## config.mk

```make
export PLATFORM = sky130hd
export DESIGN_NAME = buffer_pixeles_mem_externa
export DESIGN_NICKNAME = d
export VERILOG_FILES = /design/src/rtl/buffer_pixeles_mem_externa.sv
export SDC_FILE = /design/constraint.sdc
export NUM_CORES = 1
export LEC_CHECK = 0
export CAP_MARGIN = 15
export CORE_UTILIZATION = 60
export CTS_BUF_LIST = sky130_fd_sc_hd__clkbuf_4 sky130_fd_sc_hd__clkbuf_8
export DETAILED_ROUTE_END_ITERATION = 7
export PLACE_DENSITY_LB_ADDON = 0.2
export SLEW_MARGIN = 20
export SYNTH_ARGS = -nofsm -noshare
export SYNTH_HDL_FRONTEND = slang
export SYNTH_SLANG_ARGS = --single-unit
```

## constraint.sdc

```tcl
create_clock -name clk -period 4.9 [get_ports clk]
set_input_delay 0.735 -clock clk [delete_from_list [all_inputs] [get_ports clk]]
set_output_delay 0.735 -clock clk [all_outputs]
set_load 0.02 [all_outputs]
```

## src/rtl/buffer_pixeles_mem_externa.sv

```systemverilog
// Word FIFO fed by the external-memory read controller, followed by an output
// stage that serialises each word into pixels (least significant pixel first).
module buffer_pixeles_mem_externa #(
  parameter int unsigned BITS_PALABRA = 32,
  parameter int unsigned BITS_PIXEL   = 8,
  parameter int unsigned PROFUNDIDAD  = 8
) (
  input  logic                           clk,
  input  logic                           reset,
  input  logic                           limpiar,
  input  logic                           save_mem_data,
  input  logic [BITS_PALABRA-1:0]        mem_data,
  input  logic                           pixel_ready,
  output logic [BITS_PIXEL-1:0]          pixel_out,
  output logic                           pixel_valid,
  output logic                           buf_space_available,
  output logic [$clog2(PROFUNDIDAD):0]   ocupacion,
  output logic                           error_desborde
);

  localparam int unsigned PIXELES = BITS_PALABRA / BITS_PIXEL;
  localparam int unsigned AW      = $clog2(PROFUNDIDAD);
  localparam int unsigned CW      = AW + 1;
  localparam int unsigned IW      = (PIXELES > 1) ? $clog2(PIXELES) : 1;

  typedef enum logic {
    E_VACIO      = 1'b0,
    E_ENTREGANDO = 1'b1
  } estado_t;

  estado_t                 r_estado;
  estado_t                 w_estado_sig;

  logic [BITS_PALABRA-1:0] r_mem [PROFUNDIDAD];
  logic [AW-1:0]           r_ptr_wr;
  logic [AW-1:0]           r_ptr_rd;
  logic [CW-1:0]           r_ocup;
  logic [BITS_PALABRA-1:0] r_palabra;
  logic [IW-1:0]           r_indice;
  logic                    r_error;

  logic                    w_hay_datos;
  logic                    w_lleno;
  logic                    w_transfer;
  logic                    w_ultimo;
  logic                    w_pop;
  logic                    w_push;
  logic                    w_desborde;

  assign w_hay_datos = (r_ocup != '0);
  assign w_lleno     = (r_ocup == CW'(PROFUNDIDAD));
  assign w_transfer  = (r_estado == E_ENTREGANDO) && pixel_ready;
  assign w_ultimo    = (r_indice == IW'(PIXELES - 1));

  // A write into a full FIFO is only legal when the output stage pops at the same edge
  assign w_push     = save_mem_data && !limpiar && (!w_lleno || w_pop);
  assign w_desborde = save_mem_data && !limpiar && w_lleno && !w_pop;

  // Output-stage state register
  always_ff @(posedge clk or posedge reset) begin
    if (reset) begin
      r_estado <= E_VACIO;
    end else begin
      r_estado <= w_estado_sig;
    end
  end

  // Next state and pop decision; a clear overrides everything
  always_comb begin
    w_estado_sig = r_estado;
    w_pop        = 1'b0;
    case (r_estado)
      E_VACIO: begin
        if (w_hay_datos) begin
          w_pop        = 1'b1;
          w_estado_sig = E_ENTREGANDO;
        end
      end
      E_ENTREGANDO: begin
        if (w_transfer && w_ultimo) begin
          if (w_hay_datos) begin
            w_pop = 1'b1;
          end else begin
            w_estado_sig = E_VACIO;
          end
        end
      end
      default: w_estado_sig = E_VACIO;
    endcase
    if (limpiar) begin
      w_pop        = 1'b0;
      w_estado_sig = E_VACIO;
    end
  end

  // FIFO storage, no reset needed
  always_ff @(posedge clk) begin
    if (w_push) begin
      r_mem[r_ptr_wr] <= mem_data;
    end
  end

  // Pointers, occupancy, word register, pixel index and sticky overflow flag
  always_ff @(posedge clk or posedge reset) begin
    if (reset) begin
      r_ptr_wr  <= '0;
      r_ptr_rd  <= '0;
      r_ocup    <= '0;
      r_palabra <= '0;
      r_indice  <= '0;
      r_error   <= 1'b0;
    end else if (limpiar) begin
      r_ptr_wr  <= '0;
      r_ptr_rd  <= '0;
      r_ocup    <= '0;
      r_indice  <= '0;
      r_error   <= 1'b0;
    end else begin
      if (w_push) begin
        r_ptr_wr <= r_ptr_wr + AW'(1);
      end
      if (w_pop) begin
        r_ptr_rd  <= r_ptr_rd + AW'(1);
        r_palabra <= r_mem[r_ptr_rd];
        r_indice  <= '0;
      end else if (w_transfer) begin
        r_indice <= w_ultimo ? '0 : r_indice + IW'(1);
      end
      case ({w_push, w_pop})
        2'b10:   r_ocup <= r_ocup + CW'(1);
        2'b01:   r_ocup <= r_ocup - CW'(1);
        default: r_ocup <= r_ocup;
      endcase
      if (w_desborde) begin
        r_error <= 1'b1;
      end
    end
  end

  assign pixel_out           = r_palabra[int'(r_indice) * BITS_PIXEL +: BITS_PIXEL];
  assign pixel_valid         = (r_estado == E_ENTREGANDO);
  assign buf_space_available = !w_lleno;
  assign ocupacion           = r_ocup;
  assign error_desborde      = r_error;

endmodule

```

### After elaboration in Yosys (flattened, before gate mapping)

Memories as Yosys holds them, arrays and structs flattened. A register that Yosys moved wholly into a read port is not among the register bits.
Cells that the tools add are included.
W data, S select, Z words.

| word-level totals | value |
|---|---|
| bits in registers | 14 |
| memory bits (writable) | 256 |
| output and inout port bits | 15 |
| word-level logic and storage cells | 57 |
| memories | 1 |

| cells by class | value |
|---|---|
| add/sub/neg operators | 5 |
| equal/unequal tests | 4 |
| shift-type cells | 1 |
| muxes and demuxes | 21 |
| bitwise operators | 2 |
| reductions and logical operators | 17 |

Memories:

| memory | depth | bits a word | read ports | clocked after memory_dff | write ports | line | text |
|---|---|---|---|---|---|---|---|
| r_mem | 8 | 32 | 1 | 1 | 1 | 34 | `logic [BITS_PALABRA-1:0] r_mem [PROFUNDIDAD];` |

Operator list:

| kind | number |
|---|---|
| $shiftx A32 B6 Y8 | 1 |
| $mux W3 | 4 |
| $mux W1 | 9 |
| $mux W2 | 4 |
| $pmux W4 S2 | 1 |
| $add A3 B1 Y3 const B | 2 |
| $logic_and A1 B1 Y1 | 6 |
| $reduce_bool A2 Y1 | 3 |
| $reduce_bool A3 Y1 | 2 |
| $add A4 B1 Y4 const B | 1 |
| $eq A2 B2 Y1 const B | 2 |
| $eq A4 B4 Y1 const B | 1 |
| $mux W4 | 1 |
| $pmux W1 S2 | 2 |
| $reduce_bool A4 Y1 | 1 |
| $sub A4 B1 Y4 const B | 1 |
| $logic_not A1 Y1 | 3 |
| $add A2 B1 Y2 const B | 1 |
| $eq A2 B1 Y1 const B | 1 |
| $not A1 Y1 | 2 |
| $reduce_and A2 Y1 | 1 |
| $logic_or A1 B1 Y1 | 1 |

### Longest topological paths before layout

| logic depth | value |
|---|---|
| depth in word-level cells | 10 |
| depth in mapped cells | 11 |
| depth with buffers taken out | 9 |

### Worst setup path after synthesis

No wires, ideal clock.

| path | value |
|---|---|
| kind | input port to flip-flop |
| start | input pixel_ready |
| end | memory r_mem[0][0] (enable) |
| library setup time | 461 ps |
| data arrival time | 3583 ps |
| data required time | 4439 ps |
| slack | 856 ps |
| stages | 4 |
| path through | a21boi_1 -> a311oi_1 -> nand2b_1 -> nor3_1 |

| between the ends | value |
|---|---|
| cells in the longest elaborated chain, start to end | 9 |

RTL lines:

| what | line | text |
|---|---|---|
| start, declared | 13 | `input logic pixel_ready,` |
| $logic_and A1 B1 Y1 | 52 | `assign w_transfer = (r_estado == E_ENTREGANDO) && pixel_ready;` |
| $logic_and A1 B1 Y1 | 80 | `if (w_transfer && w_ultimo) begin` |
| $mux W1 | 80 |  |
| $pmux W1 S2 | 72 | `case (r_estado)` |
| $mux W1 | 90 | `if (limpiar) begin` |
| $logic_or A1 B1 Y1 | 56 | `assign w_push = save_mem_data && !limpiar && (!w_lleno \|\| w_pop);` |
| $logic_and A1 B1 Y1 | 56 |  |
| $mux W1 | 98 | `if (w_push) begin` |
| $mux W1 (not written as such) | 99 | `r_mem[r_ptr_wr] <= mem_data;` |
| end, declared | 34 |  |

No other way between the ends.

### Worst setup path in the final report

| path | value |
|---|---|
| start | register r_indice[0] |
| end | memory r_mem[2][7] (enable) |

| between the ends | value |
|---|---|
| cells in the longest elaborated chain, start to end | 9 |

RTL lines:

| what | line | text |
|---|---|---|
| start, declared | 39 | `logic [IW-1:0] r_indice;` |
| start signal, assigned | 127 | `r_indice <= w_ultimo ? '0 : r_indice + IW'(1);` |
| $eq A2 B2 Y1 | 53 | `assign w_ultimo = (r_indice == IW'(PIXELES - 1));` |
| $logic_and A1 B1 Y1 | 80 |  |
| $mux W1 | 80 |  |
| $pmux W1 S2 | 72 |  |
| $mux W1 | 90 |  |
| $logic_or A1 B1 Y1 | 56 |  |
| $logic_and A1 B1 Y1 | 56 |  |
| $mux W1 | 98 |  |
| $mux W1 (not written as such) | 99 |  |

No other way between the ends.

==> results.md <==
- Status: complete, no violations
- Maximum VDD drop: 0.0002914 V
- Pins over their slew limit: 0
- Fillers: 1184
- Post-route setup TNS: 0 ps
- Cts repair resizes: 0
- Type of origin of the critical path: flip-flop
- Leading cell types by total area after synthesis: edfxtp_1, mux4_2, dfrtp_1
- DP Wirelength: 12.51 mm
- Final Hold Vio Count: 0
- Post-Synth XOR/XNOR Area: 0.4465%
- Initial antenna violation count: 0
- Clock skew: 12.59 ps
- CTS Root Cell: clkbuf_8
- Crit path to: r_mem[2][7]
- Switching share of power: 27.44%
- Routed Antenna Nets: 0
- R2R cell count: 6
- CP endpoint kind: flip-flop
- Routability cong.: 0.8740
- Maxcap violations: 0
- Fmax: 0.3032 GHz
- CTS tree: done
- Vias in the first global route: 6228
- Area of the multi-input gates: 0.002821 mm2
- Post-Route WL: 21.67 mm
- Hold Crit Start: r_palabra[22]
- Starting Density: 62.09%
- Crit-path max FO: 17
- Die height: 142.1 um
- Synth Warn #: 0
- Synth top cells by count: edfxtp_1, mux4_2, dfrtp_1
- N_diodes: 0
- Tmin final: 3299 ps
- Number of synthesized flops with an enable pin: 256
- RSZ-0062 raised after global routing: false
- Slew Limit Headroom: 34.73%
- Top-count cell post-synth: edfxtp_1
- Crit path DAT: 3520 ps
- Global-route wire length before repair: 34.39 mm
- I/O Pins: 52
- Cts hold-fix bufs: 0
- Seq/Total Area, Yosys: 75.09%
- Reg2Reg Launch Point: r_indice[0]
- Total gr overflow: 0
- Syn Area/Cell: 19.92 um2
- Die W: 142.1 um
- Cells after synthesis: 591
- Sw power: 0.001772 W
- H-tree depth: 2
- Pleak: 4.451 nW
- Mapped Nets: 633
- GRT Overall Usage: 23.26%
- Area of the die: 0.02018 mm2
- Share of the synthesized area in the top cell type: 65.31%
- Mux contribution to synthesized area: 16.67%
- WS Path Type: flip-flop to flip-flop
- Pwr dens: 476.7 mW/mm2
- Yosys reg bits: 302
- Share of layout cells above drive strength 1: 24.96%
- Clock share of power: 30.9%
- Vias per inst: 6.001
- Worst Setup SP: r_indice[0]
- Worst-Margin Slew: 979.1 ps
- Nets: 715
- Core area: 0.01896 mm2
- WP data required: 5120 ps
- FP Rows: 50
- Post-synthesis compound-gate area fraction: 3.274%
- Largest family of logic cells by synthesized area: multiplexers
- RR Endpoint: r_mem[2][7]
- Yosys cell types: 40
- Via Count: 5815
- Power share of the sequential group: 48.7%
- Clk slew on worst S/H paths: 60 ps
- Max clock buf depth: 3
- Total power: 0.006456 W
- Clock latency on the worst-skew pair: 550 ps
- Synthesized area: 0.01177 mm2
- Largest net degree at the start of global routing: 67
- Total CTS buffers: 48
- Routed len/inst: 22.37 um
- Adder-cell share of the synthesized area: 0.5315%
- IO buf count: 51
- Setup Buffers After CTS: 0
- Sink Count: 302
- Synth Area in Simple Gates: 2.541%
- P&R area growth vs syn: 15.07%
- DR pass1 iterations: 5
- Pint: 0.004685 W
- Cell taking the most area after synthesis: edfxtp_1
- Hold Crit Class: flip-flop to flip-flop
- FFs w/ async S/R, synth: 15.23%
- Initial DRC count: 423
- Reg area: 0.008845 mm2
- R2r setup slk: 1600 ps
- Combinational power share: 20.4%
- Setup violators final: 0
- Primary FF master, synth: edfxtp_1
- Remaining DRCs: 0
- Final period utilization: 67.32%
-- per-stage QoR --
stage                     std cells  setup WS (ps)  instance area, um2  hold slack (ps)  util [%]
after floorplan                 591          855.7               11770            444.6         -
final                           969           1601               13540            480.6     71.45
after detailed placement        883           1280               12640            467.3     66.67
after global placement          883           1311               12640            460.9     66.67
after CTS                       969           1554               13540            480.5     71.45
after global routing            969           1338               13540            514.7     71.45
-- sequential cells by signal, indices dropped and copies added (netlist names) --
signal / cells
pixel_valid: 1
r_indice: 2
ocupacion: 4
r_mem: 256
r_ptr_wr: 3
r_palabra: 32
r_ptr_rd: 3
error_desborde: 1
-- logic make-up (layout without fill, tap and decap cells) --
| logic type | Yosys count | count (layout) |
|---|---|---|
| compound gates | 64 | 64 |
| flops | 302 | 302 |
| xor+xnor | 6 | 6 |
| mux | 106 | 106 |
| fa+ha+maj | 5 | 5 |
| simple gates | 70 | 70 |
| buf+inv | 38 | 156 |
-- final cells by class --
| cell class | instances | share of cell area, % |
|---|---|---|
| Inverter | 5 | 0.1478 |
| Multi-Input combinational cell | 251 | 20.83 |
| Clock buffer | 69 | 6.134 |
| Clock inverter | 17 | 0.5450 |
| Sequential cell | 302 | 65.30 |
| Timing Repair Buffer | 65 | 4.637 |
| Tap cell | 260 | 2.402 |
-- per-layer routing --
metal	wire length, um	up-vias	GRT usage (%)
li1	-	2564	-
met1	9031	2979	31.84
met2	10820	227	38.13
met3	1300	45	4.576
met4	518	0	7.753
met5	0	-	0
-- how the worst min path moves through the flow --
stage          slack [ps]            end  depth (start not counted)
2_1_floorplan         440  r_palabra[17]                          2
3_3_place_gp          460  r_palabra[22]                          2
3_5_place_dp          470  r_palabra[22]                          2
4_1_cts               480  r_palabra[22]                          2
5_1_grt               510   r_palabra[8]                          2
6_report              480  r_palabra[22]                          2
-- critical path, stage by stage (launching register included) --
cell and delay, ps:
dfrtp_1 780, ha_1 310, a21boi_1 210, a311oi_1 420, nand2b_1 300, nor2_4 580
buf_4 380
-- layout by cell type, fill, tap and decap left out, types with 3 or more instances in the layout --
| master | Yosys | final |
|---|---|---|
| a21oi_1 | 9 | 9 |
| buf_4 | 1 | 13 |
| clkbuf_4 | 0 | 19 |
| clkbuf_8 | 0 | 50 |
| clkdlybuf4s50_1 | 0 | 51 |
| clkinv_1 | 0 | 12 |
| clkinv_2 | 0 | 5 |
| dfrtp_1 | 46 | 43 |
| edfxtp_1 | 256 | 256 |
| ha_1 | 5 | 5 |
| inv_1 | 5 | 4 |
| mux2i_1 | 34 | 34 |
| mux4_2 | 72 | 72 |
| nand2_1 | 37 | 37 |
| nand3_1 | 4 | 3 |
| nor2_1 | 15 | 9 |
| nor2_4 | 0 | 6 |
| nor3_1 | 7 | 5 |
| o21ai_0 | 21 | 21 |
| o21ai_1 | 16 | 16 |
| xnor2_1 | 3 | 3 |
| xor2_1 | 3 | 3 |
-- power by group through the flow --
| stage | logic [W] | registers, W | clock network, W |
|---|---|---|---|
| CTS | 0.00133 | 0.00314 | 0.00204 |
| global placement | 0.00129 | 0.00318 | 0 |
| finish | 0.00131 | 0.00314 | 0.00200 |
| global route | 0.00144 | 0.00317 | 0.00215 |
| floorplan | 0.000966 | 0.00313 | 0 |
| detailed placement | 0.00132 | 0.00320 | 0 |
Power figures use the tool's default switching activity.
